==> src/rtl/sigma_gpio_csr_pkg.sv <==
// Shared register offsets, bank stride and byte-enable helper for the sigma GPIO/CSR block.
package sigma_gpio_pkg;

  localparam logic [4:0] GPIO_OFS_OUT     = 5'h00;
  localparam logic [4:0] GPIO_OFS_IN      = 5'h04;
  localparam logic [4:0] GPIO_OFS_SET     = 5'h08;
  localparam logic [4:0] GPIO_OFS_CLR     = 5'h0C;
  localparam logic [4:0] GPIO_OFS_EN_RISE = 5'h10;
  localparam logic [4:0] GPIO_OFS_EN_FALL = 5'h14;
  localparam logic [4:0] GPIO_OFS_STATUS  = 5'h18;
  localparam logic [4:0] GPIO_OFS_TGL     = 5'h1C;

  localparam logic [31:0] GPIO_BANK_STRIDE = 32'h20;

  function automatic logic [31:0] gpio_be_mask(input logic [3:0] be);
    return {{8{be[3]}}, {8{be[2]}}, {8{be[1]}}, {8{be[0]}}};
  endfunction

endpackage

==> src/rtl/sigma_gpio_csr_if.sv <==
// Split request/response xif bus between the tile and the GPIO/CSR block.
// Handshake: a transfer happens on any cycle with req && ack; writes get no
// response, every read gets exactly one resp pulse (with rdata) the next cycle.
interface sigma_gpio_csr_if;
  logic        bus_req_i;
  logic        bus_we_i;
  logic [31:0] bus_addr_bi;
  logic [3:0]  bus_be_bi;
  logic [31:0] bus_wdata_bi;
  logic        bus_ack_o;
  logic        bus_resp_o;
  logic [31:0] bus_rdata_bo;

  modport master (
    output bus_req_i, bus_we_i, bus_addr_bi, bus_be_bi, bus_wdata_bi,
    input  bus_ack_o, bus_resp_o, bus_rdata_bo
  );

  modport slave (
    input  bus_req_i, bus_we_i, bus_addr_bi, bus_be_bi, bus_wdata_bi,
    output bus_ack_o, bus_resp_o, bus_rdata_bo
  );
endinterface

==> src/rtl/sigma_gpio_csr_bank.sv <==
// One GPIO bank: OUT/enable/status registers, input synchroniser and edge detect.
// Offset 0x1C becomes OUT_TGL when SIGMA_GPIO_TOGGLE_EN is defined.
module sigma_gpio_bank
  import sigma_gpio_pkg::*;
#(
  parameter int          GPIO_WIDTH  = 32,
  parameter int          SYNC_STAGES = 2,
  parameter logic [31:0] OUT_RESET   = 32'h0
) (
  input  logic                  clk_i,
  input  logic                  arst_n_i,
  input  logic                  armed_i,
  input  logic                  wr_i,
  input  logic [4:0]            ofs_i,
  input  logic [GPIO_WIDTH-1:0] wdata_i,
  input  logic [GPIO_WIDTH-1:0] wmask_i,
  input  logic [GPIO_WIDTH-1:0] gpio_i,
  output logic [GPIO_WIDTH-1:0] gpio_o,
  output logic [31:0]           rdata_o,
  output logic                  irq_o
);

  logic [GPIO_WIDTH-1:0] out_q, out_d;
  logic [GPIO_WIDTH-1:0] en_rise_q, en_rise_d;
  logic [GPIO_WIDTH-1:0] en_fall_q, en_fall_d;
  logic [GPIO_WIDTH-1:0] status_q, status_d;
  logic [GPIO_WIDTH-1:0] prev_q;
  logic [SYNC_STAGES-1:0][GPIO_WIDTH-1:0] sync_q;

  logic [GPIO_WIDTH-1:0] sync_last, rise, fall, evt, wbits, rd_w;

  assign sync_last = sync_q[SYNC_STAGES-1];
  assign rise      = sync_last & ~prev_q;
  assign fall      = ~sync_last & prev_q;
  // Edges seen before the arm counter expires are artefacts of the synchroniser filling.
  assign evt       = armed_i ? ((rise & en_rise_q) | (fall & en_fall_q)) : '0;
  assign wbits     = wdata_i & wmask_i;

  always_comb begin
    out_d     = out_q;
    en_rise_d = en_rise_q;
    en_fall_d = en_fall_q;
    status_d  = status_q;
    if (wr_i) begin
      case (ofs_i)
        GPIO_OFS_OUT:     out_d     = (out_q & ~wmask_i) | wbits;
        GPIO_OFS_SET:     out_d     = out_q | wbits;
        GPIO_OFS_CLR:     out_d     = out_q & ~wbits;
        GPIO_OFS_EN_RISE: en_rise_d = (en_rise_q & ~wmask_i) | wbits;
        GPIO_OFS_EN_FALL: en_fall_d = (en_fall_q & ~wmask_i) | wbits;
        GPIO_OFS_STATUS:  status_d  = status_q & ~wbits;
`ifdef SIGMA_GPIO_TOGGLE_EN
        GPIO_OFS_TGL:     out_d     = out_q ^ wbits;
`endif
        default: ;
      endcase
    end
    // A new event beats a same-cycle W1C on the same bit.
    status_d = status_d | evt;
  end

  always_ff @(posedge clk_i or negedge arst_n_i) begin
    if (!arst_n_i) begin
      out_q     <= OUT_RESET[GPIO_WIDTH-1:0];
      en_rise_q <= '0;
      en_fall_q <= '0;
      status_q  <= '0;
      prev_q    <= '0;
      sync_q    <= '0;
    end else begin
      out_q     <= out_d;
      en_rise_q <= en_rise_d;
      en_fall_q <= en_fall_d;
      status_q  <= status_d;
      prev_q    <= sync_last;
      sync_q[0] <= gpio_i;
      for (int i = 1; i < SYNC_STAGES; i++) sync_q[i] <= sync_q[i-1];
    end
  end

  always_comb begin
    rd_w = '0;
    case (ofs_i)
      GPIO_OFS_OUT:     rd_w = out_q;
      GPIO_OFS_IN:      rd_w = sync_last;
      GPIO_OFS_EN_RISE: rd_w = en_rise_q;
      GPIO_OFS_EN_FALL: rd_w = en_fall_q;
      GPIO_OFS_STATUS:  rd_w = status_q;
      default:          rd_w = '0;
    endcase
  end

  always_comb begin
    rdata_o = '0;
    rdata_o[GPIO_WIDTH-1:0] = rd_w;
  end

  assign gpio_o = out_q;
  assign irq_o  = |status_q;

endmodule

==> src/rtl/sigma_gpio_csr.sv <==
// GPIO/CSR peripheral top: address decode, arm counter, read response and irq.
// Optional OUT_TGL register at offset 0x1C under SIGMA_GPIO_TOGGLE_EN.
module sigma_gpio_csr
  import sigma_gpio_pkg::*;
#(
  parameter int          NUM_BANKS   = 1,
  parameter int          GPIO_WIDTH  = 32,
  parameter logic [31:0] BASE_ADDR   = 32'h8000_0000,
  parameter int          SYNC_STAGES = 2,
  parameter logic [31:0] OUT_RESET   = 32'h0
) (
  input  logic                            clk_i,
  input  logic                            arst_n_i,
  sigma_gpio_csr_if.slave                 bus,
  input  logic [NUM_BANKS*GPIO_WIDTH-1:0] gpio_bi,
  output logic [NUM_BANKS*GPIO_WIDTH-1:0] gpio_bo,
  output logic                            irq_o
);

  localparam logic [31:0] SPAN       = 32'(NUM_BANKS) * GPIO_BANK_STRIDE;
  localparam logic [2:0]  ARM_CYCLES = 3'(SYNC_STAGES + 1);

  logic        xfer, hit, wr_hit;
  logic [31:0] addr_off, be_mask, rd_mux;
  logic [2:0]  bank_sel;
  logic [4:0]  ofs;
  logic [2:0]  arm_cnt_q, arm_cnt_d;
  logic        armed;
  logic        resp_q, resp_d;
  logic [31:0] rdata_q, rdata_d;
  logic        irq_q;
  logic [NUM_BANKS-1:0]       bank_irq;
  logic [NUM_BANKS-1:0][31:0] bank_rdata;
  logic        unused_bits;

  assign bus.bus_ack_o = bus.bus_req_i;
  assign xfer     = bus.bus_req_i & bus.bus_ack_o;

  assign addr_off = bus.bus_addr_bi - BASE_ADDR;
  assign hit      = (bus.bus_addr_bi >= BASE_ADDR) && (addr_off < SPAN);
  assign bank_sel = addr_off[7:5];
  assign ofs      = {bus.bus_addr_bi[4:2], 2'b00};
  assign wr_hit   = xfer & bus.bus_we_i & hit;
  assign be_mask  = gpio_be_mask(bus.bus_be_bi);

  assign unused_bits = ^{addr_off[31:8], bus.bus_addr_bi[1:0], bus.bus_wdata_bi, be_mask};

  // Saturates at ARM_CYCLES; edge detection is held off until then.
  assign armed     = (arm_cnt_q == ARM_CYCLES);
  assign arm_cnt_d = armed ? arm_cnt_q : arm_cnt_q + 3'd1;

  for (genvar b = 0; b < NUM_BANKS; b++) begin : g_bank
    sigma_gpio_bank #(
      .GPIO_WIDTH (GPIO_WIDTH),
      .SYNC_STAGES(SYNC_STAGES),
      .OUT_RESET  (OUT_RESET)
    ) u_bank (
      .clk_i   (clk_i),
      .arst_n_i(arst_n_i),
      .armed_i (armed),
      .wr_i    (wr_hit && (bank_sel == 3'(b))),
      .ofs_i   (ofs),
      .wdata_i (bus.bus_wdata_bi[GPIO_WIDTH-1:0]),
      .wmask_i (be_mask[GPIO_WIDTH-1:0]),
      .gpio_i  (gpio_bi[b*GPIO_WIDTH +: GPIO_WIDTH]),
      .gpio_o  (gpio_bo[b*GPIO_WIDTH +: GPIO_WIDTH]),
      .rdata_o (bank_rdata[b]),
      .irq_o   (bank_irq[b])
    );
  end

  always_comb begin
    rd_mux = '0;
    for (int b = 0; b < NUM_BANKS; b++) begin
      if (hit && (bank_sel == 3'(b))) rd_mux = bank_rdata[b];
    end
  end

  assign resp_d  = xfer & ~bus.bus_we_i;
  assign rdata_d = resp_d ? rd_mux : '0;

  always_ff @(posedge clk_i or negedge arst_n_i) begin
    if (!arst_n_i) begin
      arm_cnt_q <= '0;
      resp_q    <= 1'b0;
      rdata_q   <= '0;
      irq_q     <= 1'b0;
    end else begin
      arm_cnt_q <= arm_cnt_d;
      resp_q    <= resp_d;
      rdata_q   <= rdata_d;
      irq_q     <= |bank_irq;
    end
  end

  assign bus.bus_resp_o   = resp_q;
  assign bus.bus_rdata_bo = rdata_q;
  assign irq_o            = irq_q;

endmodule

==> src/flat_wrapper.sv <==
// flat-port wrapper written by rule: the top's interface ports become plain ports
module sigma_gpio_csr_flat import sigma_gpio_pkg::*;
#(
  parameter int          NUM_BANKS   = 1,
  parameter int          GPIO_WIDTH  = 32,
  parameter logic [31:0] BASE_ADDR   = 32'h8000_0000,
  parameter int          SYNC_STAGES = 2,
  parameter logic [31:0] OUT_RESET   = 32'h0
)
  (clk_i, arst_n_i, gpio_bi, gpio_bo, irq_o, bus_bus_req_i, bus_bus_we_i, bus_bus_addr_bi, bus_bus_be_bi, bus_bus_wdata_bi, bus_bus_ack_o, bus_bus_resp_o, bus_bus_rdata_bo);
  sigma_gpio_csr_if bus_i ();
  input  logic clk_i;
  input  logic arst_n_i;
  input  logic [NUM_BANKS*GPIO_WIDTH-1:0] gpio_bi;
  output logic [NUM_BANKS*GPIO_WIDTH-1:0] gpio_bo;
  output logic irq_o;
  input wire logic [$bits(bus_i.bus_req_i)-1:0] bus_bus_req_i;
  input wire logic [$bits(bus_i.bus_we_i)-1:0] bus_bus_we_i;
  input wire logic [$bits(bus_i.bus_addr_bi)-1:0] bus_bus_addr_bi;
  input wire logic [$bits(bus_i.bus_be_bi)-1:0] bus_bus_be_bi;
  input wire logic [$bits(bus_i.bus_wdata_bi)-1:0] bus_bus_wdata_bi;
  output wire logic [$bits(bus_i.bus_ack_o)-1:0] bus_bus_ack_o;
  output wire logic [$bits(bus_i.bus_resp_o)-1:0] bus_bus_resp_o;
  output wire logic [$bits(bus_i.bus_rdata_bo)-1:0] bus_bus_rdata_bo;
  assign bus_i.bus_req_i = bus_bus_req_i;
  assign bus_i.bus_we_i = bus_bus_we_i;
  assign bus_i.bus_addr_bi = bus_bus_addr_bi;
  assign bus_i.bus_be_bi = bus_bus_be_bi;
  assign bus_i.bus_wdata_bi = bus_bus_wdata_bi;
  assign bus_bus_ack_o = bus_i.bus_ack_o;
  assign bus_bus_resp_o = bus_i.bus_resp_o;
  assign bus_bus_rdata_bo = bus_i.bus_rdata_bo;
  sigma_gpio_csr #(.NUM_BANKS(NUM_BANKS), .GPIO_WIDTH(GPIO_WIDTH), .BASE_ADDR(BASE_ADDR), .SYNC_STAGES(SYNC_STAGES), .OUT_RESET(OUT_RESET)) u_core (.clk_i(clk_i), .arst_n_i(arst_n_i), .bus(bus_i), .gpio_bi(gpio_bi), .gpio_bo(gpio_bo), .irq_o(irq_o));
endmodule
==> config.mk <==
export PLATFORM = sky130hd
export DESIGN_NAME = sigma_gpio_csr_flat
export DESIGN_NICKNAME = d
export VERILOG_FILES = /design/src/rtl/sigma_gpio_csr_pkg.sv /design/src/rtl/sigma_gpio_csr_if.sv /design/src/rtl/sigma_gpio_csr_bank.sv /design/src/rtl/sigma_gpio_csr.sv /design/src/flat_wrapper.sv
export SDC_FILE = /design/constraint.sdc
export NUM_CORES = 1
export LEC_CHECK = 0
export ABC_AREA = 1
export CORE_ASPECT_RATIO = 1.75
export CORE_UTILIZATION = 45
export CTS_BUF_LIST = sky130_fd_sc_hd__clkbuf_8
export DETAILED_ROUTE_END_ITERATION = 8
export DONT_BUFFER_PORTS = 1
export MAX_ROUTING_LAYER = met4
export PLACE_DENSITY = 0.59
export SYNTH_ARGS = -nofsm -noshare
export SYNTH_HDL_FRONTEND = slang
export SYNTH_SLANG_ARGS = --single-unit
export TNS_END_PERCENT = 20
==> constraint.sdc <==
create_clock -name clk_i -period 2.65 [get_ports clk_i]
set_input_delay 0.795 -clock clk_i [delete_from_list [all_inputs] [get_ports clk_i]]
set_output_delay 0.795 -clock clk_i [all_outputs]
set_load 0.1 [all_outputs]
# Yosys cells after proc, flatten, opt, wreduce, memory -nomap -nowiden
# Cells that the tools add are included.
# classes
n_eq_ne	7
n_bitwise	24
n_mux	7
n_reduce_logical	10
n_lt_le_gt_ge	2
n_addsub	2
# op_table
cell	n
$and A32 B32 Y32	10
$or A32 B32 Y32	6
$mux W32	5
$pmux W32 S5	1
$not A32 Y32	4
$pmux W32 S3	1
$ge A32 B32 Y1 const B	1
$lt A32 B6 Y1 const B	1
$reduce_or A32 Y1	1
$sub A32 B32 Y32 const B	1
$eq A3 B2 Y1 const B	3
$eq A3 B3 Y1 const B	3
$reduce_and A2 Y1	3
$logic_not A5 Y1	1
$add A3 B1 Y3 const B	1
$and A1 B1 Y1	3
$eq A3 B1 Y1 const B	1
$logic_and A1 B1 Y1	3
$logic_not A3 Y1	1
$reduce_bool A3 Y1	1
$not A1 Y1	1
# totals
ff_bits	261
in_bits	104
out_inout_bits	67
wordCells	63

# Logic depth before layout (Yosys ltp)
# depth
ltp_word	7
depth_mapped	10
mapped_depth_nobuf	9

# Modules after synthesis
# A second synthesis with hierarchy kept.
# hier_totals
hier_cells	1535
area_unflattened_um2	12145.4
# by_module_without_submodules
module	area_each_um2	cells_per_inst	instances	seq_area_each_um2
sigma_gpio_bank	10465.0	1379	1	5605.4
sigma_gpio_csr	1680.4	156	1	925.9

# Worst setup path before layout
# Ideal clock, no wire load.
# synth_path
path_kind	input to output
startpoint	input bus_bus_req_i
endpoint	output bus_bus_ack_o
t_required_ns	1.855
n_path_buf	1
stages	1
path_slack_ns	0.797
arrival_time_ns	1.058
path_cell_list	buf_4
# synth_rtl
element	line	rtl
start: declaration	flat_wrapper.sv:17	input wire logic [$bits(bus_i.bus_req_i)-1:0] bus_bus_req_i;
end: declaration	flat_wrapper.sv:22	output wire logic [$bits(bus_i.bus_ack_o)-1:0] bus_bus_ack_o;
# No word-level cell between the ends.

# Final worst setup path
# layout_path
startpoint	register u_core.g_bank[0].u_bank.out_q[30]
endpoint	output gpio_bo[30]
# layout_rtl
element	line	rtl
start: declaration	sigma_gpio_csr_bank.sv:23	logic [GPIO_WIDTH-1:0] out_q, out_d;
start signal: assignment	sigma_gpio_csr_bank.sv:64	out_q <= OUT_RESET[GPIO_WIDTH-1:0];
start signal: assignment	sigma_gpio_csr_bank.sv:71	out_q <= out_d;
end: declaration	flat_wrapper.sv:15	output logic [NUM_BANKS*GPIO_WIDTH-1:0] gpio_bo;
# No word-level cell between the ends.

==> results.toml <==
[critical_path]
required_ns = 1.86
crit_path_start_kind = "flop"
crit_arrival_ns = 1.55
r2r_setup_slack_ns = 0.93
path_class = "reg -> out"
crit_fanout = 3
crit_path_end_kind = "primary output"

[logic_synthesis]
synth_nets = 1423
yosys_warnings = 0
synth_seq_cells = 261
seq_area_frac_synth_pct = 56.9
syn_area_um2 = 11500
synth.distinct_cells = 28
synthCells = 1317
syn_avg_cell_area_um2 = 8.71

[global_routing]
top_usage_layer = "met2"
use_met3_pct = 5.64
overflow = 0
grt_max_degree = 262
grtUsageMet2_pct = 43.9
grt_use_total_pct = 26.3
grt_pass1_vias = 9574
grt_first_pass_wirelength_um = 50700
antenna_found_initial = 0
grt_util_met1_pct = 30.2

[cts]
clkSinkCount = 261
clkTransAtPathRegs_ns = 0.07
cts_buffers = 40
htreeDepth = 2
clock_path_buffers = 3
cts_tree = "built"
clockRootBuffer = "clkbuf_8"
insertion_delay_ns = 0.57

[routing]
drt_pre_antenna_iters = 6
drt_iter0_drc = 672
drt-wirelength-per-cell_um = 18.5
wirelength_um = 32100
ant_nets = 0
via_per_inst = 5.48
dr_total_vias = 9487
drc = 0

[layout]
final_layout_size_suffix_gt1_share_pct = 12.9
design_area_um2 = 13200
fillerInstances = 2392
multiInputGateArea_um2 = 4050
layout-area-overhead-vs-synth_pct = 14.7
final_nets = 1492
layout.area.seq_um2 = 6530
diodes = 0
layoutNonFillerInstCount = 1732

[die]
rows = 77
chipWidth_um = 123
die_area_um2 = 26200
io_pins = 171
start_util_pct = 45.6
die_h_um = 213
core_area_um2 = 25100

[timing]
hold_viol = 207
drv_slew = 0
maxSlewHeadroom_pct = 35.6
maxClockFrequency_ghz = 0.426
min_period_ns = 2.35
setup_tns_ns = 0
clock_skew_ns = 0.0302
period_share_pct = 88.6
setup_violations = 0
rsz0062_at_grt = "false"
worst_pin_slew_ns = 0.966
holdWs_ns = -0.0586

[outcome]
status = "complete, but fails checks"
violations = "hold timing"

[power_and_ir_drop]
p_per_area_nw_per_um2 = 599
p_leak_nw = 6.30
ir_drop_mv = 0.480

[placement]
hpwl_um = 20300
dpl_cell_area_um2 = 12300
gp_congestion = 0.812
dp.cells = 1660
port_buffers = 0

[hold_path]
hold_class = "in -> async"

[run]
drv_cap = 0
logic make-up after synthesis:
kind of cell,share of synthesized area (%)
compound gates,9.48
xor+xnor,0.0764
mux,0.0982
fa+ha+maj,0.218
buf+inv,7.84
simple gates,25.3
flops,56.9
worst paths after layout:
kind,from,to,cells after the start
worst max-delay path,u_core.g_bank[0].u_bank.gpio_o[30],gpio_bo[30],0
worst min-delay path,arst_n_i,u_core.g_bank[0].u_bank.status_q[1],0
worst max register to register,u_core.g_bank[0].u_bank.status_q[9],u_core.irq_o,3
worst min register to register,u_core.g_bank[0].u_bank.sync_q[0],u_core.g_bank[0].u_bank.sync_last[0],0
max in group asynchronous,arst_n_i,u_core.g_bank[0].u_bank.sync_q[16],0
min in group clk_i,gpio_bi[29],u_core.g_bank[0].u_bank.sync_q[29],0
Yosys cell counts, drive strengths merged:
| cell type | count | share of area, % |
|---|---|---|
| buf | 49 | 2.3 |
| xnor2 | 1 | 0.076 |
| nand4 | 106 | 6.8 |
| or2 | 1 | 0.055 |
| mux2 | 1 | 0.098 |
| nor2 | 63 | 2.3 |
| nand2 | 415 | 14 |
| nor4 | 8 | 0.44 |
| inv | 149 | 4.9 |
| and2 | 1 | 0.055 |
| dfrtp | 261 | 57 |
| a21oi | 94 | 4.1 |
| o21ai | 43 | 1.9 |
| a211oi | 1 | 0.065 |
| ha | 2 | 0.22 |
| o31ai | 32 | 2.1 |
| clkbuf | 19 | 0.62 |
| nand3 | 47 | 2.1 |
| o22ai | 24 | 1.3 |
per-stage QoR:
stage               hold WS [ns]  total power [mW]  util, %  setup slack (ns)
floorplan                  0.331              4.38        -             0.797
global placement           0.332              4.44     48.9             0.409
detailed placement         0.336              4.44     48.9             0.391
CTS                       -0.103              7.98     52.3             0.256
global route             -0.0785              8.18     52.3             0.273
finish                   -0.0586              7.87     52.3             0.303
cell type report:
cell class | instances | share of cell area, %
sequential | 261 | 49.6
multi-input combinational | 839 | 30.7
tap | 316 | 3.01
clock inverter | 19 | 0.904
timing repair buffer | 95 | 5.90
clock buffer | 53 | 5.54
inverter | 149 | 4.25
power breakdown:
part / leakage (nW) / switching (mW) / internal, mW
clock network: 0.470 / 1.61 / 1.90
registers: 3.24 / 0.0345 / 4.06
logic: 2.59 / 0.204 / 0.0718
total: 6.30 / 1.85 / 6.03
routing by layer:
metal  vias to the layer above  wire length [um]  part of all wire, %
met4                         0              1040                  3.2
met5                         -                 0                    0
met2                       331             16300                   51
met1                      4611             12500                   39
met3                        80              2300                  7.2
li1                       4465                 -                    -
cell usage in the layout (no fill, tap or decap), types with 3 or more instances in the layout:
| master | instances |
|---|---|
| nand2_1 | 413 |
| dfrtp_1 | 261 |
| inv_1 | 151 |
| nand4_1 | 98 |
| a21oi_1 | 93 |
| buf_4 | 90 |
| nor2_1 | 59 |
| clkbuf_8 | 53 |
| nand3_1 | 47 |
| o21ai_0 | 43 |
| o31ai_1 | 32 |
| o22ai_1 | 24 |
| nor4_1 | 8 |
| nand4_4 | 8 |
| clkinv_2 | 7 |
| inv_2 | 6 |
| buf_12 | 5 |
| nor2_4 | 3 |
timing repair:
item / in CTS / in global routing
buffers inserted: 0 / 0
resized for setup: 0 / 0
hold endpoints to repair: 261 / 261
No activity file was read; power rests on OpenSTA's default activity.
